## src/rtl/rsa_pkg.sv

```systemverilog
// -----------------------------------------------------------------------------
// rsa_pkg
// Shared definitions for the modular-exponentiation sequencer:
//   state_t          - sequencer state encoding
//   OP_PRE..OP_POST  - operand-select codes driven to the Montgomery datapath
//   is_launch_state  - true for the states that launch a multiplication
// -----------------------------------------------------------------------------
package rsa_pkg;

    typedef enum logic [3:0] {
        ST_IDLE   = 4'd0,
        ST_PRE_S  = 4'd1,
        ST_PRE_W  = 4'd2,
        ST_SQ_S   = 4'd3,
        ST_SQ_W   = 4'd4,
        ST_MUL_S  = 4'd5,
        ST_MUL_W  = 4'd6,
        ST_POST_S = 4'd7,
        ST_POST_W = 4'd8,
        ST_DONE   = 4'd9
    } state_t;

    // Operand selection for the shared multiplier
    localparam logic [1:0] OP_PRE  = 2'd0;  // M * R^2  -> M_bar
    localparam logic [1:0] OP_SQ   = 2'd1;  // R * R
    localparam logic [1:0] OP_MUL  = 2'd2;  // R * M_bar
    localparam logic [1:0] OP_POST = 2'd3;  // R * 1

    function automatic logic is_launch_state(input state_t st);
        return (st == ST_PRE_S) || (st == ST_SQ_S) ||
               (st == ST_MUL_S) || (st == ST_POST_S);
    endfunction

endpackage

```

## src/rtl/rsa_exp_ctrl.sv

```systemverilog
// -----------------------------------------------------------------------------
// rsa_exp_ctrl
// Left-to-right square-and-multiply sequencer driving a shared Montgomery
// multiplier. One multiplication is in flight at a time.
//
// Ports:
//   clk        rising-edge clock
//   rstb       asynchronous active-low reset
//   en         global enable; 0 freezes all state and silences all pulses
//   start      request, only looked at in IDLE
//   exp_e      exponent, captured when start is accepted
//   mmm_done   multiplier completion pulse (only honoured in wait states)
//   mmm_start  one-cycle multiplier launch
//   op_sel     operand select (OP_PRE / OP_SQ / OP_MUL / OP_POST)
//   init_r     pulse: load R with the Montgomery one
//   ld_m       pulse: load M_bar from the multiplier result
//   ld_r       pulse: load R from the multiplier result
//   eoc        one-cycle end-of-conversion pulse
//   busy       high whenever the sequencer is not idle
// -----------------------------------------------------------------------------
module rsa_exp_ctrl
    import rsa_pkg::*;
#(
    parameter int WIDTH = 4,
    parameter int IDX_W = (WIDTH > 1) ? $clog2(WIDTH) : 1
) (
    input  logic             clk,
    input  logic             rstb,
    input  logic             en,
    input  logic             start,
    input  logic [WIDTH-1:0] exp_e,
    input  logic             mmm_done,
    output logic             mmm_start,
    output logic [1:0]       op_sel,
    output logic             init_r,
    output logic             ld_m,
    output logic             ld_r,
    output logic             eoc,
    output logic             busy
);

    localparam logic [IDX_W-1:0] IDX_TOP = IDX_W'(WIDTH - 1);

    state_t           state_reg, state_next;
    logic [WIDTH-1:0] exp_reg,   exp_next;
    logic [IDX_W-1:0] idx_reg,   idx_next;
    logic [1:0]       op_sel_reg, op_sel_next;

    always_ff @(posedge clk or negedge rstb) begin
        if (!rstb) begin
            state_reg  <= ST_IDLE;
            exp_reg    <= '0;
            idx_reg    <= '0;
            op_sel_reg <= OP_PRE;
        end else begin
            state_reg  <= state_next;
            exp_reg    <= exp_next;
            idx_reg    <= idx_next;
            op_sel_reg <= op_sel_next;
        end
    end

    // op_sel is registered and loaded on entry to each launch state, so it is
    // already valid in the launch cycle and naturally holds through the wait
    // state, DONE and the following IDLE.
    always_comb begin
        state_next  = state_reg;
        exp_next    = exp_reg;
        idx_next    = idx_reg;
        op_sel_next = op_sel_reg;
        init_r      = 1'b0;
        ld_m        = 1'b0;
        ld_r        = 1'b0;

        if (en) begin
            case (state_reg)
                ST_IDLE: begin
                    if (start) begin
                        exp_next    = exp_e;
                        idx_next    = IDX_TOP;
                        init_r      = 1'b1;
                        op_sel_next = OP_PRE;
                        state_next  = ST_PRE_S;
                    end
                end
                ST_PRE_S:  state_next = ST_PRE_W;
                ST_PRE_W: begin
                    if (mmm_done) begin
                        ld_m        = 1'b1;
                        op_sel_next = OP_SQ;
                        state_next  = ST_SQ_S;
                    end
                end
                ST_SQ_S:   state_next = ST_SQ_W;
                ST_SQ_W: begin
                    if (mmm_done) begin
                        ld_r = 1'b1;
                        if (exp_reg[idx_reg]) begin
                            // Multiply before moving on; idx is consumed in MUL_W
                            op_sel_next = OP_MUL;
                            state_next  = ST_MUL_S;
                        end else if (idx_reg == '0) begin
                            op_sel_next = OP_POST;
                            state_next  = ST_POST_S;
                        end else begin
                            idx_next    = idx_reg - 1'b1;
                            op_sel_next = OP_SQ;
                            state_next  = ST_SQ_S;
                        end
                    end
                end
                ST_MUL_S:  state_next = ST_MUL_W;
                ST_MUL_W: begin
                    if (mmm_done) begin
                        ld_r = 1'b1;
                        if (idx_reg == '0) begin
                            op_sel_next = OP_POST;
                            state_next  = ST_POST_S;
                        end else begin
                            idx_next    = idx_reg - 1'b1;
                            op_sel_next = OP_SQ;
                            state_next  = ST_SQ_S;
                        end
                    end
                end
                ST_POST_S: state_next = ST_POST_W;
                ST_POST_W: begin
                    if (mmm_done) begin
                        ld_r       = 1'b1;
                        state_next = ST_DONE;
                    end
                end
                ST_DONE:   state_next = ST_IDLE;
                default:   state_next = ST_IDLE;
            endcase
        end
    end

    // Launch and end-of-conversion pulses are pure state decodes, gated by en
    // so a stall never produces a pulse.
    assign mmm_start = en && is_launch_state(state_reg);
    assign eoc       = en && (state_reg == ST_DONE);
    assign busy      = (state_reg != ST_IDLE);
    assign op_sel    = op_sel_reg;

endmodule
```

## config.mk

```make
export PLATFORM = sky130hd
export DESIGN_NAME = rsa_exp_ctrl
export DESIGN_NICKNAME = d
export VERILOG_FILES = /design/src/rtl/rsa_pkg.sv /design/src/rtl/rsa_exp_ctrl.sv
export SDC_FILE = /design/constraint.sdc
export NUM_CORES = 1
export LEC_CHECK = 0
export ABC_AREA = 1
export BUFFER_PORTS_ARGS = -buffer_cell sky130_fd_sc_hd__buf_2
export CAP_MARGIN = 20
export CORE_UTILIZATION = 40
export DETAILED_ROUTE_END_ITERATION = 8
export SLEW_MARGIN = 5
export SYNTH_ARGS = -nofsm -noshare
export SYNTH_HDL_FRONTEND = slang
export SYNTH_SLANG_ARGS = --single-unit
```

## constraint.sdc

```tcl
create_clock -name clk -period 2.1 [get_ports clk]
set_clock_uncertainty 0.1 [all_clocks]
set_input_delay 0.105 -clock clk [delete_from_list [all_inputs] [get_ports clk]]
set_output_delay 0.105 -clock clk [all_outputs]
set_load 0.02 [all_outputs]
```

=== Word level (Yosys, flattened, before mapping) ===
Cells that the tools add are included.

* Flip-flop bits (word level): 12
* Input port bits: 9
* Output and inout port bits: 8
* Logic and storage cells: 67

* Add/subtract/negate cells: 1
* $lt $le $gt $ge: 1
* Equality and inequality tests: 15
* Muxes and demuxes: 31
* Reduce and logical (&&, ||, !) cells: 15

{| class="wikitable"
|+ Operator list
! operator !! count
|-
| 4-bit case mux with 9 select lines || 1
|-
| 2-bit two-way mux || 11
|-
| 4-bit two-way mux || 5
|-
| 6-bit AND reduction || 3
|-
| 4-bit by 3-bit == test with 1-bit output (second input constant) || 4
|-
| 2-bit inequality test (second input constant) || 6
|-
| 1-bit two-way mux || 9
|-
| 4-bit by 2-bit == test with 1-bit output (second input constant) || 2
|-
| 4-bit == test (second input constant) || 2
|-
| 2-bit case mux with 4 select lines || 1
|-
| 4-bit nonzero test || 2
|-
| 3-bit two-way mux || 2
|-
| 2-bit case mux with 3 select lines || 1
|-
| 4-bit by 1-bit == test with 1-bit output (second input constant) || 1
|-
| 4-bit logical NOT || 1
|-
| 1-bit logical OR || 3
|-
| 2-bit by 3-bit less-than comparator with 1-bit output (second input constant) || 1
|-
| 3-bit AND reduction || 1
|-
| 3-bit nonzero test || 1
|-
| 3-bit OR reduction || 1
|-
| 1-bit binary-select mux with 2-bit select || 1
|-
| 1-bit logical AND || 2
|-
| 2-bit logical NOT || 1
|-
| 2-bit by 1-bit subtractor with 2-bit output (second input constant) || 1
|}

=== Longest topological paths before layout ===
Gate-level depths: netlist of the first run.

* Depth after elaboration: 5
* Depth in mapped cells: 10

=== Worst setup path after synthesis of the first run ===
OpenSTA, ideal clock, no wires.

* Path kind: reg-to-reg
* Start: register state_reg[3]
* End: register exp_reg[0]
* Arrival: 1.330 ns
* Required time: 1.884 ns
* Slack: 0.553 ns
* Cell stages (with the launch flop): 7
* Path buffers: 0
* Cell sequence: dfrtp_1 > nor2_2 > nand2_1 > nor2_2 > inv_2 > nand2_1 > nand2_1

* Cells in the longest elaborated chain, start to end: 2

{| class="wikitable"
|+ Ends and longest elaborated chain
! what !! RTL line !! source
|-
| start, declared || rsa_exp_ctrl.sv:44 || <nowiki>state_t state_reg, state_next;</nowiki>
|-
| start signal, assigned || rsa_exp_ctrl.sv:56 || <nowiki>state_reg <= state_next;</nowiki>
|-
| 4-bit logical NOT || rsa_exp_ctrl.sv:76 || <nowiki>case (state_reg)</nowiki>
|-
| 3-bit AND reduction (no line) || -- ||
|-
| end signal, assigned || rsa_exp_ctrl.sv:57 || <nowiki>exp_reg <= exp_next;</nowiki>
|-
| end, declared || rsa_exp_ctrl.sv:45 || <nowiki>logic [WIDTH-1:0] exp_reg, exp_next;</nowiki>
|}

No other way between the ends.
A chain may end at the register's enable or synchronous reset.

=== Worst setup path in the final report of the first run ===
* Start: register state_reg[3]
* End: output port init_r

* Cells in the longest elaborated chain, start to end: 3

{| class="wikitable"
|+ Ends and longest elaborated chain
! what !! RTL line !! source
|-
| 4-bit logical NOT || rsa_exp_ctrl.sv:76 ||
|-
| 1-bit two-way mux || rsa_exp_ctrl.sv:76 ||
|-
| 1-bit two-way mux || rsa_exp_ctrl.sv:75 || <nowiki>if (en) begin</nowiki>
|-
| end, declared || rsa_exp_ctrl.sv:35 || <nowiki>output logic init_r,</nowiki>
|}

No other way between the ends.

==> results of run 1 <==
-- metal layers --
| layer | part of all wire | track usage | vias to the layer above |
|---|---|---|---|
| li1 | - | - | 402 |
| met1 | 0.46 | 0.257 | 329 |
| met2 | 0.46 | 0.300 | 38 |
| met3 | 0.055 | 0.0357 | 4 |
| met4 | 0.021 | 0.106 | 0 |
| met5 | 0 | 0 | - |
-- power by group through the flow --
| stage | logic [mW] | registers (mW) | clock network [mW] |
|---|---|---|---|
| global placement | 0.768 | 0.445 | 0 |
| CTS | 0.775 | 0.442 | 0.198 |
| floorplan | 0.599 | 0.431 | 0 |
| global route | 0.883 | 0.460 | 0.205 |
| detailed placement | 0.763 | 0.447 | 0 |
| finish | 0.775 | 0.445 | 0.188 |
-- cells in the final DEF, fill, tap and decap left out, drive strengths merged --
cell	count
inv	13
nand3	9
nor4	1
dlygate4sd3	5
nand2	50
dfrtp	12
nor2	14
a21oi	1
buf	16
ha	1
a31oi	1
clkbuf	4
o21ai	6
nand4	1
nor3	3
-- worst max-delay path, cell delays in order, from the launching register on --
cell	delay, ns
dfrtp_1	0.47
nor2_2	0.23
nand2_1	0.14
nor2_2	0.24
buf_2	0.22
-- stage by stage --
step	total power [mW]	worst slack, ns	hold slack (ns)	cells	util
after global placement	1.21	0.631	-0.0940	153	0.495
after global routing	1.55	0.214	0.125	162	0.544
after CTS	1.41	0.320	0.114	162	0.544
after detailed placement	1.21	0.644	-0.101	153	0.495
after floorplan	1.03	0.553	-0.291	113	-
final	1.41	0.314	0.118	162	0.544
-- layout make-up --
type / count / share of cell area
Multi-Input combinational cell: 87 / 0.430
Sequential cell: 12 / 0.313
Timing Repair Buffer: 21 / 0.136
Inverter: 13 / 0.0508
Clock buffer: 4 / 0.0378
Tap cell: 25 / 0.0326
-- cells in the mapped netlist --
library cell	number
nor4_1	1
nand4_1	1
dfrtp_1	12
nor2_2	7
a21oi_1	1
inv_1	8
o21ai_1	5
o21ai_2	1
inv_2	5
nand2_1	45
nor2_1	6
a31oi_1	1
nand2_4	1
nand3_1	9
buf_2	1
ha_1	1
nor2_4	1
nand2_2	4
nor3_1	3
-- logic make-up (layout without fill, tap and decap cells) --
group	after synthesis	count (layout)	share of synthesized area
buf+inv	14	38	0.0701
flops	12	12	0.392
fa+ha+maj	1	1	0.0163
simple gates	78	78	0.463
compound gates	8	8	0.0587
-- worst max-delay path by stage --
stage | to | depth (start not counted)
6_report | init_r | 4
5_1_grt | init_r | 4
4_1_cts | init_r | 4
3_5_place_dp | exp_reg[2]$_DFFE_PN0P_ | 6
3_3_place_gp | init_r | 4
2_1_floorplan | exp_reg[0]$_DFFE_PN0P_ | 6
==> results.yml, run 1 <==
detailed_routing:
  wl_per_cell_um: 10.4
  first_pass_iters: 4
  postRouteWirelength_mm: 1.69
  route.detailed.drc: 0
  via_per_inst: 4.77
  vias: 773
  drtIter0Drc: 13
  antenna_left: 0
final_layout:
  layout-drive-gt1-share: 0.285
  fin_area_um2: 960
  antennaDiodeCount: 0
  fill_cells: 170
  synthToLayoutAreaGrowth_pct: 25.1
  seq_area_um2: 300
  multi_input_area_um2: 413
  nets: 148
yosys:
  ys_ff_latch: 12
  yosysSeqAreaShare: 0.392
  syn-cell-area_um2: 767
  yosys-top-cells-area: "dfrtp_1 39%, nand2_1 22%, nand3_1 5.9%, nor2_2 5.7%, inv_1 3.9%"
  syn_nets: 123
  synth.avg_cell_area_um2: 6.79
  syn_inst: 113
  yosys_warnings: 0
  synth_top_area_cell: "dfrtp_1"
  synth_cell_type_count: 19
  synth.top_cell.area_share: 0.392
cts:
  cts.clk_slew.worst_paths_ns: 0.08
  cts_setup_buffers: 0
  htree_levels: 1
  root_buffer: "clkbuf_4"
  clockBufferDepth: 2
  worstSkewPairLatency_ns: 0.27
  cts_resized: 0
  cts_hold_buf: 5
  clock-sinks: 12
  cts_buffers: 3
  cts_tree: "built"
worst_setup_path:
  rr_worst_depth: 6
  crit_fanout: 6
  critPathLaunch: "state_reg[3]$_DFFE_PN0P_"
  reg2reg_from: "state_reg[3]$_DFFE_PN0P_"
  regToRegSetupSlack_ns: 0.59
  reg2reg_to: "exp_reg[2]$_DFFE_PN0P_"
  required_ns: 1.89
  worstSetupEndpointType: "output pin"
  cp-start-kind: "register"
  critPathKind: "reg -> out"
  crit_arrival_ns: 1.58
timing:
  finalSetupViolCount: 0
  rsz0062_at_grt: "no"
  hold_viol: 0
  fin_crit_ns: 1.79
  drv_slew: 0
  fmax_mhz: 560
  worstMarginPinSlew_ns: 0.266
  setup_tns_ns: 0
  min_period_over_period: 0.851
  maxSlewHeadroom: 0.821
global_routing:
  grt_pass1_wl_mm: 2.88
  antenna_found_initial: 0
  grt-ovfl-total: 0
  grt_pass1_vias: 681
  grt_max_degree: 13
  gr-usage-all-layers: 0.195
flow_run:
  cap_viol_max_count: 0
place:
  portBuffers: 16
  gp_congestion: 0.926
  dpl_cell_area_um2: 873
  hpwl_mm: 1.30
power:
  p_leak_nw: 0.514
  peakVddDrop_uv: 795
  switching_share: 0.497
  combPwrFrac: 0.550
  p_sw_uw: 700
  clkPwrFrac: 0.133
  pwr-share-seq: 0.316
  power.density_nw_per_um2: 1470
  internal_power_uw: 708
die:
  rows: 15
  dieArea_um2: 2100
  design.core.area_um2: 1760
  die_y_um: 45.8
  io_pins: 17
  initial_core_util: 0.435
  die_w_um: 45.8
status:
  status: "finished clean"
min_path:
  hold_class: "in -> async"
Power figures use the tool's default switching activity.
==> run 2: changes to the inputs <==
ABC_AREA = 0   (was 1)
CORE_UTILIZATION = 50   (was 40)
PLACE_DENSITY = 0.75   (was default)
==> results.yml, run 2 <==
status:
  status: "finished clean"
die:
  dieArea_um2: 1630
  initial_core_util: 0.553
  design.core.area_um2: 1330
  io_pins: 17
  die_w_um: 40.4
  die_y_um: 40.4
  rows: 13
cts:
  clock-sinks: 12
  root_buffer: "clkbuf_4"
  cts_buffers: 3
  worstSkewPairLatency_ns: 0.27
  cts.clk_slew.worst_paths_ns: 0.08
  cts_resized: 0
  htree_levels: 1
  cts_tree: "built"
  cts_hold_buf: 5
  cts_setup_buffers: 0
  clockBufferDepth: 2
final_layout:
  layout-drive-gt1-share: 0.282
  multi_input_area_um2: 379
  layout_common_cells: "16 x buf_2, 12 x dfrtp_1, 9 x inv_1"
  seq_area_um2: 300
  fin_cells: 118
  layout_commonest_cell: "buf_2"
  fin_util: 0.679
  antennaDiodeCount: 0
  synthToLayoutAreaGrowth_pct: 22.7
  nets: 114
  fill_cells: 122
worst_setup_path:
  crit_slowest_cell: "dfrtp_1"
  critPathTopFamily: "flip-flops"
  cp-start-kind: "register"
  crit_fanout: 11
  worst-path-buf-inv: 2
  crit_arrival_ns: 1.71
  critPathKind: "reg -> out"
  worstSetupEndpointType: "output pin"
  worstPathCellList: "nor2_1 -> o211a_1 -> o21ai_1 -> inv_1 -> buf_2"
  max_stage_delay_ns: 0.50
  required_ns: 1.89
yosys:
  syn_inst: 82
  yosysMostFrequentCell: "dfrtp_1"
  yosys_warnings: 0
  synth.avg_cell_area_um2: 9.00
  async_flop_share: 1.00
  synthFlopType: "dfrtp_1"
  synth_top_area_cell: "dfrtp_1"
  yosysSeqAreaShare: 0.407
  synth_edf_count: 0
  syn_nets: 92
  synth.top_cell.area_share: 0.407
  synth_common_cells: "12 x dfrtp_1, 9 x inv_1, 8 x nand2_1"
  synth_cell_type_count: 29
  yosys-top-cells-area: "dfrtp_1 41%, mux2_2 6.1%, inv_1 4.6%, mux2i_1 4.1%, o21ai_0 4.1%"
  syn-cell-area_um2: 738
  ys_ff_latch: 12
power:
  p_sw_uw: 536
  internal_power_uw: 721
  clkPwrFrac: 0.145
  peakVddDrop_uv: 679
  finalPower_mw: 1.26
  combPwrFrac: 0.498
  switching_share: 0.427
  pwr-share-seq: 0.357
  p_leak_nw: 0.453
  power.density_nw_per_um2: 1390
timing:
  finalSetupViolCount: 0
  setup_tns_ns: 0
  fin_crit_ns: 1.92
  maxSlewHeadroom: 0.725
  postLayoutSetupSlackWorst_ns: 0.183
  worstMarginPinSlew_ns: 0.410
  fmax_mhz: 522
  drv_slew: 0
  rsz0062_at_grt: "no"
  min_period_over_period: 0.913
  hold_viol: 0
place:
  hpwl_mm: 1.17
  portBuffers: 16
  place_inst: 109
  gp_congestion: 0.820
  pre_cts_slack_ns: 0.323
detailed_routing:
  postRouteWirelength_mm: 1.58
  antenna_left: 0
  wl_per_cell_um: 13.4
  route.detailed.drc: 0
  first_pass_iters: 4
  drtIter0Drc: 16
  vias: 677
  via_per_inst: 5.74
min_path:
  hold_class: "in -> reg"
global_routing:
  grt_pass1_vias: 607
  antenna_found_initial: 0
  grt_max_degree: 13
  gr-usage-all-layers: 0.235
  grt-ovfl-total: 0
  grt_pass1_wl_mm: 2.48
flow_run:
  cap_viol_max_count: 0
[run 2: cell types whose count changed after synthesis, moves of 5 or more]
cell | before | now
inv_2 | 5 | 0
nand3_1 | 9 | 4
nand2_1 | 45 | 8
nor2_2 | 7 | 0
o21ai_0 | 0 | 6
[run 2: final timing paths]
path | start | end | cells past startpoint | slack [ns]
setup / recovery | state_reg[3]$_DFFE_PN0P_ | init_r | 5 | 0.18
hold / removal | en | state_reg[1]$_DFFE_PN0P_ | 2 | 0.05
setup reg to reg | idx_reg[0]$_DFFE_PN0P_ | idx_reg[1]$_DFFE_PN0P_ | 4 | 0.32
hold reg to reg | exp_reg[3]$_DFFE_PN0P_ | exp_reg[3]$_DFFE_PN0P_ | 1 | 0.41
max in group asynchronous | rstb | state_reg[1]$_DFFE_PN0P_ | 2 | 1.54
min in group asynchronous | rstb | op_sel[0]$_DFFE_PN0P_ | 2 | 0.14
[run 2: layout make-up]
type                            instances  share of cell area
Clock buffer                            4              0.0401
Timing Repair Buffer                   22               0.152
Sequential cell                        12               0.331
Tap cell                               15              0.0207
Multi-Input combinational cell         56               0.419
Inverter                                9              0.0373
[run 2: logic make-up (layout without fill, tap and decap cells)]
family	after synthesis	count (layout)	share of synthesized area
muxes	8	8	0.132
adders and majority gates	1	1	0.0169
AOI/OAI and AO/OA	23	23	0.210
buffers and inverters	14	35	0.0797
and+or+nand+nor	24	24	0.154
DFF	12	12	0.407
[run 2: routing by layer]
metal | up-vias | global-route usage | wire (um)
li1 | 329 | - | -
met1 | 325 | 0.255 | 675
met2 | 21 | 0.433 | 817
met3 | 2 | 0.0833 | 78
met4 | 0 | 0.0500 | 9
met5 | - | 0 | 0
[run 2: power groups by stage]
stage	sequential (mW)	combinational, mW	clock, mW
CTS	0.448	0.629	0.188
floorplan	0.403	0.520	0
finish	0.449	0.626	0.183
global route	0.466	0.694	0.199
detailed placement	0.452	0.617	0
global placement	0.442	0.601	0
[run 2: stage by stage]
stage,hold slack (ns),cell area (um2)
after CTS,0.0427,906
after detailed placement,-0.103,820
after global placement,-0.107,820
after floorplan,-0.291,738
after global routing,0.0581,906
final,0.0487,906
==> run 3: changes to the inputs <==
CELL_PAD_IN_SITES_DETAIL_PLACEMENT = 0   (was default)
CELL_PAD_IN_SITES_GLOBAL_PLACEMENT = 1   (was default)
CORE_UTILIZATION = 41   (was 50)
PLACE_DENSITY = default   (was 0.75)
PLACE_DENSITY_LB_ADDON = 0.1   (was default)
==> results.yml, run 3 (synthesis results as in run 2) <==
cts:
  cts_resized: 0
  cts_buffers: 3
  root_buffer: "clkbuf_4"
  clock-sinks: 12
  cts_tree: "built"
  clockBufferDepth: 2
  cts.clk_slew.worst_paths_ns: 0.07
  worstSkewPairLatency_ns: 0.27
  htree_levels: 1
die:
  die_y_um: 44.4
  design.core.area_um2: 1590
  rows: 14
  initial_core_util: 0.463
  die_w_um: 44.4
  io_pins: 17
  dieArea_um2: 1970
place:
  place_inst: 120
  portBuffers: 16
  gp_congestion: 0.779
  hpwl_mm: 1.18
timing:
  min_period_over_period: 0.860
  finalSetupViolCount: 0
  setup_tns_ns: 0
  hold_viol: 0
  fmax_mhz: 554
  worstMarginPinSlew_ns: 0.433
  drv_slew: 0
  rsz0062_at_grt: "no"
  fin_crit_ns: 1.81
  maxSlewHeadroom: 0.710
detailed_routing:
  antenna_left: 0
  route.detailed.drc: 0
  via_per_inst: 5.13
  postRouteWirelength_mm: 1.57
  first_pass_iters: 4
  wl_per_cell_um: 12.2
  drtIter0Drc: 9
  vias: 657
power:
  finalPower_mw: 1.22
  power.density_nw_per_um2: 1330
  p_leak_nw: 0.456
  peakVddDrop_uv: 734
final_layout:
  antennaDiodeCount: 0
  synthToLayoutAreaGrowth_pct: 24.4
  layout_commonest_cell: "buf_2"
  seq_area_um2: 300
  nets: 116
  fin_cells: 128
  fill_cells: 170
  multi_input_area_um2: 379
  layout-drive-gt1-share: 0.288
  layout_common_cells: "16 x buf_2, 12 x dfrtp_1, 9 x inv_1"
worst_setup_path:
  cp-start-kind: "register"
  crit_arrival_ns: 1.60
  worstSetupEndpointType: "output pin"
  critPathKind: "reg -> out"
  crit_fanout: 6
  required_ns: 1.89
global_routing:
  grt_max_degree: 13
  grt_pass1_wl_mm: 2.76
  grt-ovfl-total: 0
  gr-usage-all-layers: 0.195
  grt_pass1_vias: 599
  antenna_found_initial: 0
min_path:
  hold_class: "in -> reg"
flow_run:
  cap_viol_max_count: 0
status:
  status: "finished clean"
## run 3: cell types whose count changed in the layout (fill, tap and decap cells not counted), sizes merged
| cell | previous run | this run |
|---|---|---|
| clkbuf | 4 | 3 |
| buf | 17 | 19 |
## run 3: area by class of cell
type                    count  area share
well taps                  24      0.0327
inverters                   9      0.0368
multi-input cells          56       0.413
repair buffers             24       0.166
clock buffers               3      0.0245
flip-flops and latches     12       0.327
## run 3: repair_timing
item	4_1_cts	5_1_grt
hold buffers	5	0
endpoints found under the hold margin	16	0
setup buffers	0	0
## run 3: power by group
part           leakage, nW  total (mW)  switching (mW)  internal [mW]
sequential           0.142       0.421          0.0840          0.337
combinational        0.300       0.669           0.371          0.298
clock               0.0138       0.134          0.0680         0.0663
## run 3: final timing paths
path	start	to	slack, ns	cells past startpoint
worst max-delay path	state_reg[3]$_DFFE_PN0P_	init_r	0.29	4
worst min-delay path	en	state_reg[0]$_DFFE_PN0P_	0.07	2
worst max register to register	idx_reg[0]$_DFFE_PN0P_	idx_reg[0]$_DFFE_PN0P_	0.36	4
worst min register to register	exp_reg[3]$_DFFE_PN0P_	exp_reg[3]$_DFFE_PN0P_	0.40	1
max in group asynchronous	rstb	state_reg[1]$_DFFE_PN0P_	1.54	2
min in group asynchronous	rstb	op_sel[0]$_DFFE_PN0P_	0.15	2
## run 3: critical path, cell delays in order, from the launching register on
cell and delay (ns):
dfrtp_1 0.44, nand2b_1 0.24, o21ai_1 0.40, inv_1 0.08
buf_2 0.17
## run 3: metal layers
| layer | vias to the layer above | track usage | wire, um |
|---|---|---|---|
| met5 | - | 0 | 0 |
| met4 | 0 | 0.0909 | 29 |
| met3 | 4 | 0.0490 | 50 |
| met2 | 11 | 0.300 | 737 |
| met1 | 311 | 0.258 | 746 |
| li1 | 331 | - | - |
## run 3: per-stage QoR
| stage | cell area, um2 | hold WS (ns) | setup WS [ns] | util |
|---|---|---|---|---|
| floorplan | 738 | -0.291 | 0.482 | - |
| global placement | 846 | -0.109 | 0.421 | 0.531 |
| detailed placement | 846 | -0.107 | 0.377 | 0.531 |
| CTS | 918 | 0.0553 | 0.293 | 0.576 |
| global route | 918 | 0.0755 | 0.106 | 0.576 |
| finish | 918 | 0.0663 | 0.293 | 0.576 |
